===== config.mk =====
export PLATFORM = sky130hd
export DESIGN_NAME = timer_ctrl
export DESIGN_NICKNAME = d
export VERILOG_FILES = /design/src/rtl/timer_ctrl.sv
export SDC_FILE = /design/constraint.sdc
export NUM_CORES = 1
export LEC_CHECK = 0
export CORE_MARGIN = 3
export CORE_UTILIZATION = 44
export DETAILED_ROUTE_END_ITERATION = 10
export GPL_ROUTABILITY_DRIVEN = 0
export HOLD_SLACK_MARGIN = 0.08
export PLACE_DENSITY_LB_ADDON = 0.2
export SLEW_MARGIN = 20
export SYNTH_ARGS = -nofsm -noshare
export SYNTH_HDL_FRONTEND = slang
export SYNTH_SLANG_ARGS = --single-unit

===== constraint.sdc =====
create_clock -name PCLK -period 3.5 [get_ports PCLK]
set_clock_uncertainty 0.1 [all_clocks]
set_input_delay 0.525 -clock PCLK [delete_from_list [all_inputs] [get_ports PCLK]]
set_output_delay 0.525 -clock PCLK [all_outputs]
set_load 0.02 [all_outputs]

===== src/rtl/timer_ctrl.sv =====
// timer_ctrl: APB-programmed control block for an external up/down counter.
// Provides start value, load handshake, enable/direction, a prescaled counter
// clock, sticky overflow/underflow status and a level interrupt.
// Optional feature macro: TIMER_CTRL_IRQ_EN (interrupt enables and irq output).
module timer_ctrl #(
  parameter int DATA_WIDTH = 8
) (
  input  logic                  PCLK,
  input  logic                  PRESET_n,
  input  logic                  PSEL,
  input  logic                  PENABLE,
  input  logic                  PWRITE,
  input  logic [1:0]            PADDR,
  input  logic [DATA_WIDTH-1:0] PWDATA,
  output logic [DATA_WIDTH-1:0] PRDATA,
  output logic                  PREADY,
  output logic                  PSLVERR,
  output logic                  Clock_counter,
  output logic [DATA_WIDTH-1:0] count_start_value,
  output logic                  count_load,
  output logic                  count_enable,
  output logic                  count_up_down,
  input  logic [DATA_WIDTH-1:0] TCNT_In,
  input  logic                  Set_OVF_pulse,
  input  logic                  Set_UDF_pulse,
  output logic                  irq
);

  typedef enum logic {IDLE = 1'b0, LOAD_WAIT = 1'b1} state_t;

  state_t                  state;
  state_t                  state_nxt;
  logic                    wr_en;
  logic                    wr_tdr;
  logic                    wr_tcr;
  logic                    wr_tsr;
  logic                    load_req;
  logic [DATA_WIDTH-1:0]   tdr;
  logic                    en;
  logic                    up_dn;
  logic [1:0]              cks;
  logic                    ovfie;
  logic                    udfie;
  logic                    ovf;
  logic                    udf;
  logic [3:0]              div_cnt;
  logic                    clock_counter_p1;
  logic                    cc_rise;
  logic [7:0]              tcr_rd;
  logic                    unused_pwdata;

  assign wr_en    = PSEL & PENABLE & PWRITE;
  assign wr_tdr   = wr_en & (PADDR == 2'd0);
  assign wr_tcr   = wr_en & (PADDR == 2'd1);
  assign wr_tsr   = wr_en & (PADDR == 2'd2);
  assign load_req = wr_tcr & PWDATA[7];
  assign cc_rise  = Clock_counter & ~clock_counter_p1;

  // Bit 6 and bits above 7 of PWDATA carry no register field.
  assign unused_pwdata = ^PWDATA;

  assign PREADY            = 1'b1;
  assign PSLVERR           = 1'b0;
  assign count_start_value = tdr;
  assign count_enable      = en;
  assign count_up_down     = up_dn;

  // TDR and the stored TCR fields; LOAD is not stored, it reflects the FSM.
  always_ff @(posedge PCLK or negedge PRESET_n) begin
    if (!PRESET_n) begin
      tdr   <= '0;
      en    <= 1'b0;
      up_dn <= 1'b0;
      cks   <= 2'd0;
    end else begin
      if (wr_tdr) tdr <= PWDATA;
      if (wr_tcr) begin
        en    <= PWDATA[4];
        up_dn <= PWDATA[5];
        cks   <= PWDATA[1:0];
      end
    end
  end

`ifdef TIMER_CTRL_IRQ_EN
  // Interrupt enables and the registered interrupt level.
  always_ff @(posedge PCLK or negedge PRESET_n) begin
    if (!PRESET_n) begin
      ovfie <= 1'b0;
      udfie <= 1'b0;
      irq   <= 1'b0;
    end else begin
      if (wr_tcr) begin
        ovfie <= PWDATA[2];
        udfie <= PWDATA[3];
      end
      irq <= (ovf & ovfie) | (udf & udfie);
    end
  end
`else
  assign ovfie = 1'b0;
  assign udfie = 1'b0;
  assign irq   = 1'b0;
`endif

  // Sticky status flags; a hardware set beats a same-cycle write-1-to-clear.
  always_ff @(posedge PCLK or negedge PRESET_n) begin
    if (!PRESET_n) begin
      ovf <= 1'b0;
      udf <= 1'b0;
    end else begin
      ovf <= Set_OVF_pulse | (ovf & ~(wr_tsr & PWDATA[0]));
      udf <= Set_UDF_pulse | (udf & ~(wr_tsr & PWDATA[1]));
    end
  end

  // Free-running prescaler; the selected divider bit becomes the counter clock.
  always_ff @(posedge PCLK or negedge PRESET_n) begin
    if (!PRESET_n) begin
      div_cnt          <= 4'd0;
      Clock_counter    <= 1'b0;
      clock_counter_p1 <= 1'b0;
    end else begin
      div_cnt          <= div_cnt + 4'd1;
      Clock_counter    <= div_cnt[cks];
      clock_counter_p1 <= Clock_counter;
    end
  end

  // Load FSM state register.
  always_ff @(posedge PCLK or negedge PRESET_n) begin
    if (!PRESET_n) state <= IDLE;
    else           state <= state_nxt;
  end

  // Load FSM: hold count_load until the counter has seen one rising clock edge.
  always_comb begin
    state_nxt  = state;
    count_load = 1'b0;
    case (state)
      IDLE: begin
        if (load_req) state_nxt = LOAD_WAIT;
      end
      LOAD_WAIT: begin
        count_load = 1'b1;
        if (!load_req && cc_rise) state_nxt = IDLE;
      end
      default: state_nxt = IDLE;
    endcase
  end

  assign tcr_rd = {(state == LOAD_WAIT), 1'b0, up_dn, en, udfie, ovfie, cks};

  // Combinational read mux; forced to zero outside a selected, out-of-reset access.
  always_comb begin
    PRDATA = '0;
    if (PSEL && PRESET_n) begin
      case (PADDR)
        2'd0:    PRDATA = tdr;
        2'd1:    PRDATA = DATA_WIDTH'(tcr_rd);
        2'd2:    PRDATA = DATA_WIDTH'({udf, ovf});
        default: PRDATA = TCNT_In;
      endcase
    end
  end

endmodule


== Yosys cells after proc, flatten, opt, wreduce, memory -nomap -nowiden ==
Index checks and enable logic that the tools add are counted.

* Word-level logic and storage cells: 43
* Output and inout bits: 23
* Register bits: 21
* Input port bits: 25

* $add $sub $neg: 1
* Bitwise gates (word level): 17
* Reduce and logical (&&, ||, !) cells: 4
* Muxes and demuxes: 8
* $lt $le $gt $ge: 1
* Equal/unequal tests: 2

{| class="wikitable"
|+ Operator list
! kind !! number
|-
| one-hot mux 8 bit (3 select lines) || 1
|-
| AND 1 bit || 11
|-
| 2-to-1 mux 8 bit || 1
|-
| adder 4 x 1 -> 4 bit, second input constant || 1
|-
| 2-to-1 mux 1 bit || 4
|-
| inverter 1 bit || 4
|-
| < comparator 2 x 3 -> 1 bit, second input constant || 1
|-
| binary-select mux 1 bit (select 2 bit) || 1
|-
| == test 2 x 1 -> 1 bit, second input constant || 1
|-
| == test 2 bit, second input constant || 1
|-
| logical AND 1 bit || 2
|-
| logical NOT 2 bit || 1
|-
| OR 1 bit || 2
|-
| one-hot mux 1 bit (2 select lines) || 1
|-
| logical NOT 1 bit || 1
|}

== Longest topological paths before layout ==
Gate-level depths: netlist (run 1).

* Depth in word-level cells: 8
* Mapped depth: 5
* Depth with buffers taken out: 3

== Least setup slack after synthesis (run 1) ==
Ideal clock, no wire load.

* Kind: input to output
* Start: input port PADDR[0]
* End: output port PRDATA[2]
* Buffers on the path: 2
* Stages: 5
* Setup slack: 1.404 ns
* Data arrival time: 1.471 ns
* Required time: 2.875 ns
* Cells stage by stage: buf_2 > and2_1 > clkbuf_1 > a22oi_1 > nor2_1

* Longest elaborated chain between the ends: 3
* Elaborated cells between the ends (all ways): 5
* Classes of those cells: eq/ne: 2; mux: 2; reduce/logical: 1

{| class="wikitable"
|+ Ends and longest elaborated chain
! what !! line !! text
|-
| start, declared || 13 || <nowiki>input logic [1:0] PADDR,</nowiki>
|-
| == test 2 bit, or another cell as far along || 158 || <nowiki>case (PADDR)</nowiki>
|-
| one-hot mux 8 bit (3 select lines) * || 158 ||
|-
| 2-to-1 mux 8 bit * || 157 || <nowiki>if (PSEL && PRESET_n) begin</nowiki>
|-
| end, declared || 15 || <nowiki>output logic [DATA_WIDTH-1:0] PRDATA,</nowiki>
|}

Mark *: on every way between the ends. The rest lies on a longest branch, timed or not.

== Worst setup path after layout (run 1) ==
* Start: input port PADDR[0]
* End: output port PRDATA[1]

The elaborated chain is that of the path after synthesis.

==> results of run 1 <==
## sequential cells by signal (all words and copies together) (netlist names)
register	count
clock_counter_p1	1
count_up_down	1
cks	2
Clock_counter	1
div_cnt	4
udf	1
state	1
ovf	1
count_start_value	8
count_enable	1
## per-layer routing
metal / share of wire [%] / vias to the layer above / routed length [um] / track usage (%)
li1: - / 376 / - / -
met3: 9.0 / 2 / 225 / 4.29
met2: 46 / 32 / 1160 / 27.4
met5: 0 / - / 0 / 0
met1: 44 / 393 / 1090 / 24.9
met4: 0.80 / 0 / 20 / 6.07
## cells in the final DEF, fill, tap and decap left out
cell type,netlist,final
sky130_fd_sc_hd__inv_1,3,3
sky130_fd_sc_hd__mux2i_1,3,3
sky130_fd_sc_hd__a2bb2oi_1,3,3
sky130_fd_sc_hd__clkbuf_4,0,3
sky130_fd_sc_hd__ha_1,1,1
sky130_fd_sc_hd__nor3_4,1,1
sky130_fd_sc_hd__buf_4,3,3
sky130_fd_sc_hd__clkdlybuf4s50_1,0,44
sky130_fd_sc_hd__mux2_2,8,8
sky130_fd_sc_hd__nor2_1,7,7
sky130_fd_sc_hd__conb_1,2,3
sky130_fd_sc_hd__nand2_1,1,1
sky130_fd_sc_hd__xor2_1,1,1
sky130_fd_sc_hd__nand2b_1,2,2
sky130_fd_sc_hd__and2_1,1,1
sky130_fd_sc_hd__clkinvlp_4,0,1
sky130_fd_sc_hd__nand3_1,1,1
sky130_fd_sc_hd__nand3_2,1,1
sky130_fd_sc_hd__dfrtp_1,21,21
sky130_fd_sc_hd__a22oi_1,3,3
sky130_fd_sc_hd__mux4_2,3,3
sky130_fd_sc_hd__xnor2_1,1,1
sky130_fd_sc_hd__nand3b_1,2,2
sky130_fd_sc_hd__nor2b_1,2,2
sky130_fd_sc_hd__or3b_1,1,1
sky130_fd_sc_hd__mux2_4,4,4
sky130_fd_sc_hd__o21ai_0,4,4
## how the worst min path moves through the flow
stage / startpoint / to / slack (ns)
final: Clock_counter / clock_counter_p1 / 0.32
after global routing: Clock_counter / clock_counter_p1 / 0.35
after CTS: Clock_counter / clock_counter_p1 / 0.32
after detailed placement: Clock_counter / clock_counter_p1 / 0.29
after global placement: Clock_counter / clock_counter_p1 / 0.28
after floorplan: PRESET_n / Clock_counter / 0.13
## layout make-up
cell class,instances,area [sq um]
Timing Repair Buffer,47,463
Sequential cell,21,526
Inverter,3,11.3
Clock inverter,1,7.51
Fill cell,181,694
Tap cell,28,35.0
Multi-Input combinational cell,53,474
Clock buffer,3,22.5
## kinds of logic after synthesis
logic type,after synthesis,synth area share (%)
AND/OR/NAND/NOR,19,11.0
multiplexers,18,23.5
adder cells (fa/ha/maj),1,1.19
flip-flops,21,49.8
buffers and inverters,10,5.57
other,2,0.712
XOR/XNOR,2,1.66
AO/OA/AOI/OAI,10,6.52
## report_power, final
| group | total (mW) | switching [mW] | leakage (nW) | internal [mW] |
|---|---|---|---|---|
| Clock | 0.120 | 0.0771 | 0.0139 | 0.0434 |
| Sequential | 0.305 | 0.0283 | 0.254 | 0.276 |
| Combinational | 0.226 | 0.0924 | 0.384 | 0.133 |
==> results.txt, run 1 <==
----------------------------------------------------
[Run status]
  Result of the run ... finished clean

[Clock network]
  CTS HTree Levels ... 1
  Insertion delay of the later-clocked pin in the worst-skew pair ... about 0.3 ns
  Cell chosen for the clock root ... sky130_fd_sc_hd__clkbuf_4
  Hold buffer count at cts ... 0
  Number of sinks on the clock net ... 21
  Clock-pin slew on the worst setup and hold paths ... 0.13 ns
  Deepest clock path buffer count ... 2
  Setup Buffers After CTS ... 0
  Clock tree from TritonCTS ... yes
  CTS buffer count ... 3
  Gates resized, CTS repair ... 0

[STA]
  Setup slack of the critical path after layout ... between 0.4 and 0.5 ns
  Tightest hold margin ... 0.319 ns
  Setup violators final ... 0
  Pins over their slew limit ... 0
  Setup tns final ... 0 ns
  Fmax ... 326 MHz
  Number of endpoints with negative hold slack in the final report ... 0
  Final period demand of the worst path ... 3.06 ns
  RSZ-0062 raised after global routing ... no
  Fin crit share ... roughly 90%

[Placement]
  Count of input and output buffers ... 44
  Number of cells after detailed placement ... 152
  Pre-CTS worst setup slack ... 0.443 ns
  Total cell area at the placement stage ... 0.00151 sq mm
  Half-perimeter wire length after detailed placement ... 1950 um

[Global route]
  Global-route total usage across every layer ... around 18%
  Global-route congestion overflow total ... 0
  Initial antenna violation count ... 0
  Pin count of the biggest net entering global routing ... 22
  Via count of the first global-routing pass ... 782
  First-pass GRT wire length ... 3730 um

[Cells and area]
  Layout Cells excl Fill ... around 160
  Final design area excluding fillers ... 0.00154 sq mm
  Area growth from synthesis to layout ... 45.9%
  Net count of the finished layout ... 155
  Utilization of the core after routing ... between 60% and 70%
  Share of post-route cells with drive strength above 1 ... about a fifth
  Count of inserted antenna diode cells ... 0

[Synth]
  Most frequently used cell type in the post-synthesis netlist ... sky130_fd_sc_hd__dfrtp_1
  Netlist area before placement ... about 0.0011 sq mm
  Top area cells in the synthesized netlist ... sky130_fd_sc_hd__dfrtp_1, sky130_fd_sc_hd__mux2_2, sky130_fd_sc_hd__mux4_2
  Number of synthesized register bits ... 21
  Syn Area/Cell ... 12.7 sq um
  Cell type with the highest aggregate area in the netlist ... sky130_fd_sc_hd__dfrtp_1
  Dominant register cell in the synthesized netlist ... sky130_fd_sc_hd__dfrtp_1
  Synthesized instance count ... 83
  Unique cell type count in the Yosys netlist ... 27
  Async set-reset flop share out of synthesis ... 100%
  Post-synthesis sequential area ratio ... 49.8%
  Number of synthesized flops with an enable pin ... 0
  Fraction of synthesized cell area taken by the top area cell type ... 49.8%
  Commonest cells in the netlist ... sky130_fd_sc_hd__dfrtp_1, sky130_fd_sc_hd__mux2_2, sky130_fd_sc_hd__nor2_1
  Number of warning messages in the yosys log ... 0

[Worst hold path]
  Worst hold path cell count ... 0
  Class of the worst hold path ... reg -> reg

[Floorplan]
  Horizontal extent of the die ... 55.0 um
  Number of placement rows ... 17
  Core outline area ... 0.00223 sq mm
  Die ar. ... about 0.0030 sq mm
  Effective utilization at floorplan ... roughly 47%
  Top-level port count ... between 40 and 50
  Vert. Die Dim ... 55.0 um

[Drt]
  Routed vias/inst ... 5.15
  Total detailed-routing wirelength ... 2490 um
  Per-cell routed wire length ... 15.9 um
  Count of antenna-violating nets left after detailed routing ... 0
  Total vias in the final route ... 803
  Drt first pass iters ... 2
  Number of remaining DRC errors ... 0
  Number of DRC violations after detailed-routing iteration 0 ... 11

[Critical path]
  Kind of launch point of the worst setup path ... primary input
  Critical Path Stages ... 4
  Worst reg-to-reg setup slack ... 2.35 ns
  Cell type of the slowest stage on the worst timing path ... sky130_fd_sc_hd__clkdlybuf4s50_1
  Worst setup path startpoint ... PADDR[0]
  Reg2Reg Capture Point ... Clock_counter
  RR Startpoint ... cks[0]
  Largest delay share family, worst path ... buffers and inverters
  Largest fanout on the critical path ... 6
  Data arrival time of the critical path ... 2.44 ns
  Crit path buf inv count ... 2
  Worst Setup Path Type ... in -> out
  Capturing element of the worst setup path ... PRDATA[1]
  Worst R2R Path Depth ... 1
  Crit end category ... output port
  Slowest Stage Delay on Critical Path ... 0.67 ns
  Top cell by count, worst path ... sky130_fd_sc_hd__clkdlybuf4s50_1
  Data required time at the worst endpoint ... 2.87 ns
  List of cells traversed by the critical path ... clkdlybuf4s50_1, mux4_2, nor2b_1, clkdlybuf4s50_1

[Power and ir drop]
  Total power ... 0.651 mW
  PwrDens ... 423 mW/mm^2
  Leakage ... ~0.65 nW
  VDD IR-drop max ... 0.386 mV

[Flow run]
  Max_cap viols ... 0

----------------------------------------------------
No activity file was read; power rests on OpenSTA's default activity.
==> run 2, diff against run 1 <==
Settings changed: CELL_PAD_IN_SITES_DETAIL_PLACEMENT set to 0, CELL_PAD_IN_SITES_GLOBAL_PLACEMENT set to 1, CORE_UTILIZATION 44 to 33, GPL_TIMING_DRIVEN set to 0.
==> run 2 against run 1 <==
Worst hold slack better by 0.0037 ns. Critical endpoint unchanged. Critical path depth stayed put. Flip-flop and latch count stayed put. Combinational power hardly changed. Critical path type unchanged. Maximum frequency is 5.9% lower. Count of clock-buffer cells in the layout is 1 higher. Via count is 2.7% lower. Clock power is 7% lower. Power is 1.4% lower. Non-clock buffer count is 4 higher. Sequential power hardly changed. Worst setup slack worse by 0.19 ns.
==> results.txt, run 2 (synthesis results as in run 1) <==
----------------------------------------------------
[STA]
  Fin crit share ... about 93%
  Fmax ... 307 MHz
  Pins over their slew limit ... 0
  Actual transition at the worst max-transition pin ... 0.930 ns
  Setup slack of the critical path after layout ... between 0.2 and 0.25 ns
  Setup violators final ... 0
  Final period demand of the worst path ... between 3 and 4 ns
  Normalized max-slew margin ... between 30 and 40%
  RSZ-0062 raised after global routing ... no
  Setup tns final ... 0 ns
  Number of endpoints with negative hold slack in the final report ... 0

[Worst hold path]
  Class of the worst hold path ... reg -> reg

[Critical path]
  Data arrival time of the critical path ... 2.63 ns
  Worst Setup Path Type ... in -> out
  Kind of launch point of the worst setup path ... primary input
  Crit end category ... output port
  Data required time at the worst endpoint ... 2.87 ns
  Largest fanout on the critical path ... 22

[Placement]
  Half-perimeter wire length after detailed placement ... 1840 um
  Pre-CTS worst setup slack ... -0.120 ns
  Number of cells after detailed placement ... 170
  Count of input and output buffers ... 44

[Drt]
  Number of remaining DRC errors ... 0
  Drt first pass iters ... 2
  Number of DRC violations after detailed-routing iteration 0 ... 16
  Count of antenna-violating nets left after detailed routing ... 0
  Total vias in the final route ... 781
  Routed vias/inst ... 4.49
  Per-cell routed wire length ... 13.2 um
  Total detailed-routing wirelength ... ~2300 um

[Floorplan]
  Core outline area ... slightly below 0.003 sq mm
  Effective utilization at floorplan ... between 30% and 40%
  Number of placement rows ... 19
  Die ar. ... 0.00391 sq mm
  Top-level port count ... 48
  Vert. Die Dim ... 62.5 um
  Horizontal extent of the die ... 62.5 um

[Cells and area]
  Count of inserted antenna diode cells ... 0
  Area growth from synthesis to layout ... 49.5%
  Layout Cells excl Fill ... 174
  Most used cells in the layout excluding fill and tap cells ... sky130_fd_sc_hd__clkdlybuf4s50_1, sky130_fd_sc_hd__dfrtp_1, sky130_fd_sc_hd__mux2_2
  Most common cell after layout, fill and taps aside ... sky130_fd_sc_hd__clkdlybuf4s50_1
  Net count of the finished layout ... 159
  Share of post-route cells with drive strength above 1 ... roughly a fifth
  Largest register FFs ... 8

[Global route]
  Global-route total usage across every layer ... 12.8%
  Initial antenna violation count ... 0
  Pin count of the biggest net entering global routing ... 23
  Global-route congestion overflow total ... 0
  Via count of the first global-routing pass ... approximately 850
  First-pass GRT wire length ... 3930 um

[Run status]
  Result of the run ... finished clean

[Clock network]
  Cell chosen for the clock root ... sky130_fd_sc_hd__clkbuf_4
  CTS HTree Levels ... 1
  Insertion delay of the later-clocked pin in the worst-skew pair ... 0.29 ns
  CTS buffer count ... 3
  Clock-pin slew on the worst setup and hold paths ... approximately 0.11 ns
  Clock tree from TritonCTS ... yes
  Setup Buffers After CTS ... 0
  Number of sinks on the clock net ... 21
  Deepest clock path buffer count ... 2

[Power and ir drop]
  Part of the power in combinational logic ... between 30% and 40%
  PwrDens ... around 400 mW/mm^2
  Share of power burned in registers ... between 40% and 50%
  P_int ... 0.455 mW
  VDD IR-drop max ... roughly 0.2 mV
  Leakage ... approximately 0.67 nW
  Net Sw Frac ... 29.1%
  Power dissipated by switching net loads ... 0.187 mW
  Power share of the clock group ... 17.4%

[Flow run]
  Max_cap viols ... 0

----------------------------------------------------
run 2: cell count changes in the layout (fill, tap and decap cells not counted), sizes merged:
cell and delta:
clkinvlp -1, clkbuf +2, dlygate4sd2 +1, clkdlybuf4s50 -1, buf +3
run 2: critical path, stage by stage:
cell,delay [ns]
sky130_fd_sc_hd__dlygate4sd2_1,0.81
sky130_fd_sc_hd__nand2_1,0.41
sky130_fd_sc_hd__nor2b_1,0.25
sky130_fd_sc_hd__clkdlybuf4s50_1,0.63
run 2: final cells by class:
type	instances	area, sq um
tap	42	52.6
fill	296	1320
sequential	21	526
clock buffer	4	26.3
buffer	7	47.5
multi-input combinational	53	474
inverter	3	11.3
timing repair buffer	44	439
run 2: worst paths after layout:
path | from | to | slack, ns | depth (start not counted)
min in group asynchronous | PRESET_n | count_start_value[2] | 0.37 | 1
max in group asynchronous | PRESET_n | count_start_value[7] | 2.36 | 1
worst min register to register | Clock_counter | clock_counter_p1 | 0.32 | 0
worst max register to register | cks[0] | Clock_counter | 2.35 | 1
worst min-delay path | Clock_counter | clock_counter_p1 | 0.32 | 0
worst max-delay path | PRESET_n | PRDATA[1] | 0.24 | 4
run 2: power groups by stage:
stage | clock network [mW] | registers, mW | logic (mW)
CTS | 0.119 | 0.304 | 0.229
global route | 0.134 | 0.309 | 0.241
global placement | 0 | 0.308 | 0.227
finish | 0.112 | 0.304 | 0.226
detailed placement | 0 | 0.309 | 0.229
floorplan | 0 | 0.338 | 0.0854
run 2: layer usage:
layer / track usage [%] / up-vias / wire length [um]
li1: - / 383 / -
met4: 5.79 / 0 / 16
met2: 20.9 / 33 / 1050
met3: 3.78 / 2 / 192
met1: 15.5 / 363 / 1040
met5: 0 / - / 0
run 2: per-stage QoR:
| step | util (%) | hold slack, ns | power (mW) | cell area, sq um |
|---|---|---|---|---|
| after CTS | 54.4 | 0.329 | 0.652 | 1580 |
| after detailed placement | 53.5 | 0.307 | 0.538 | 1550 |
| after global routing | 54.4 | 0.347 | 0.683 | 1580 |
| final | 54.4 | 0.323 | 0.642 | 1580 |
| after global placement | 53.5 | 0.282 | 0.535 | 1550 |
| after floorplan | - | 0.129 | 0.423 | 1060 |
run 2: repair_timing:
item | 4_1_cts | 5_1_grt
endpoints found under the setup margin | 8 | 0
resized for setup | 1 | 0
hold buffers | 0 | 0
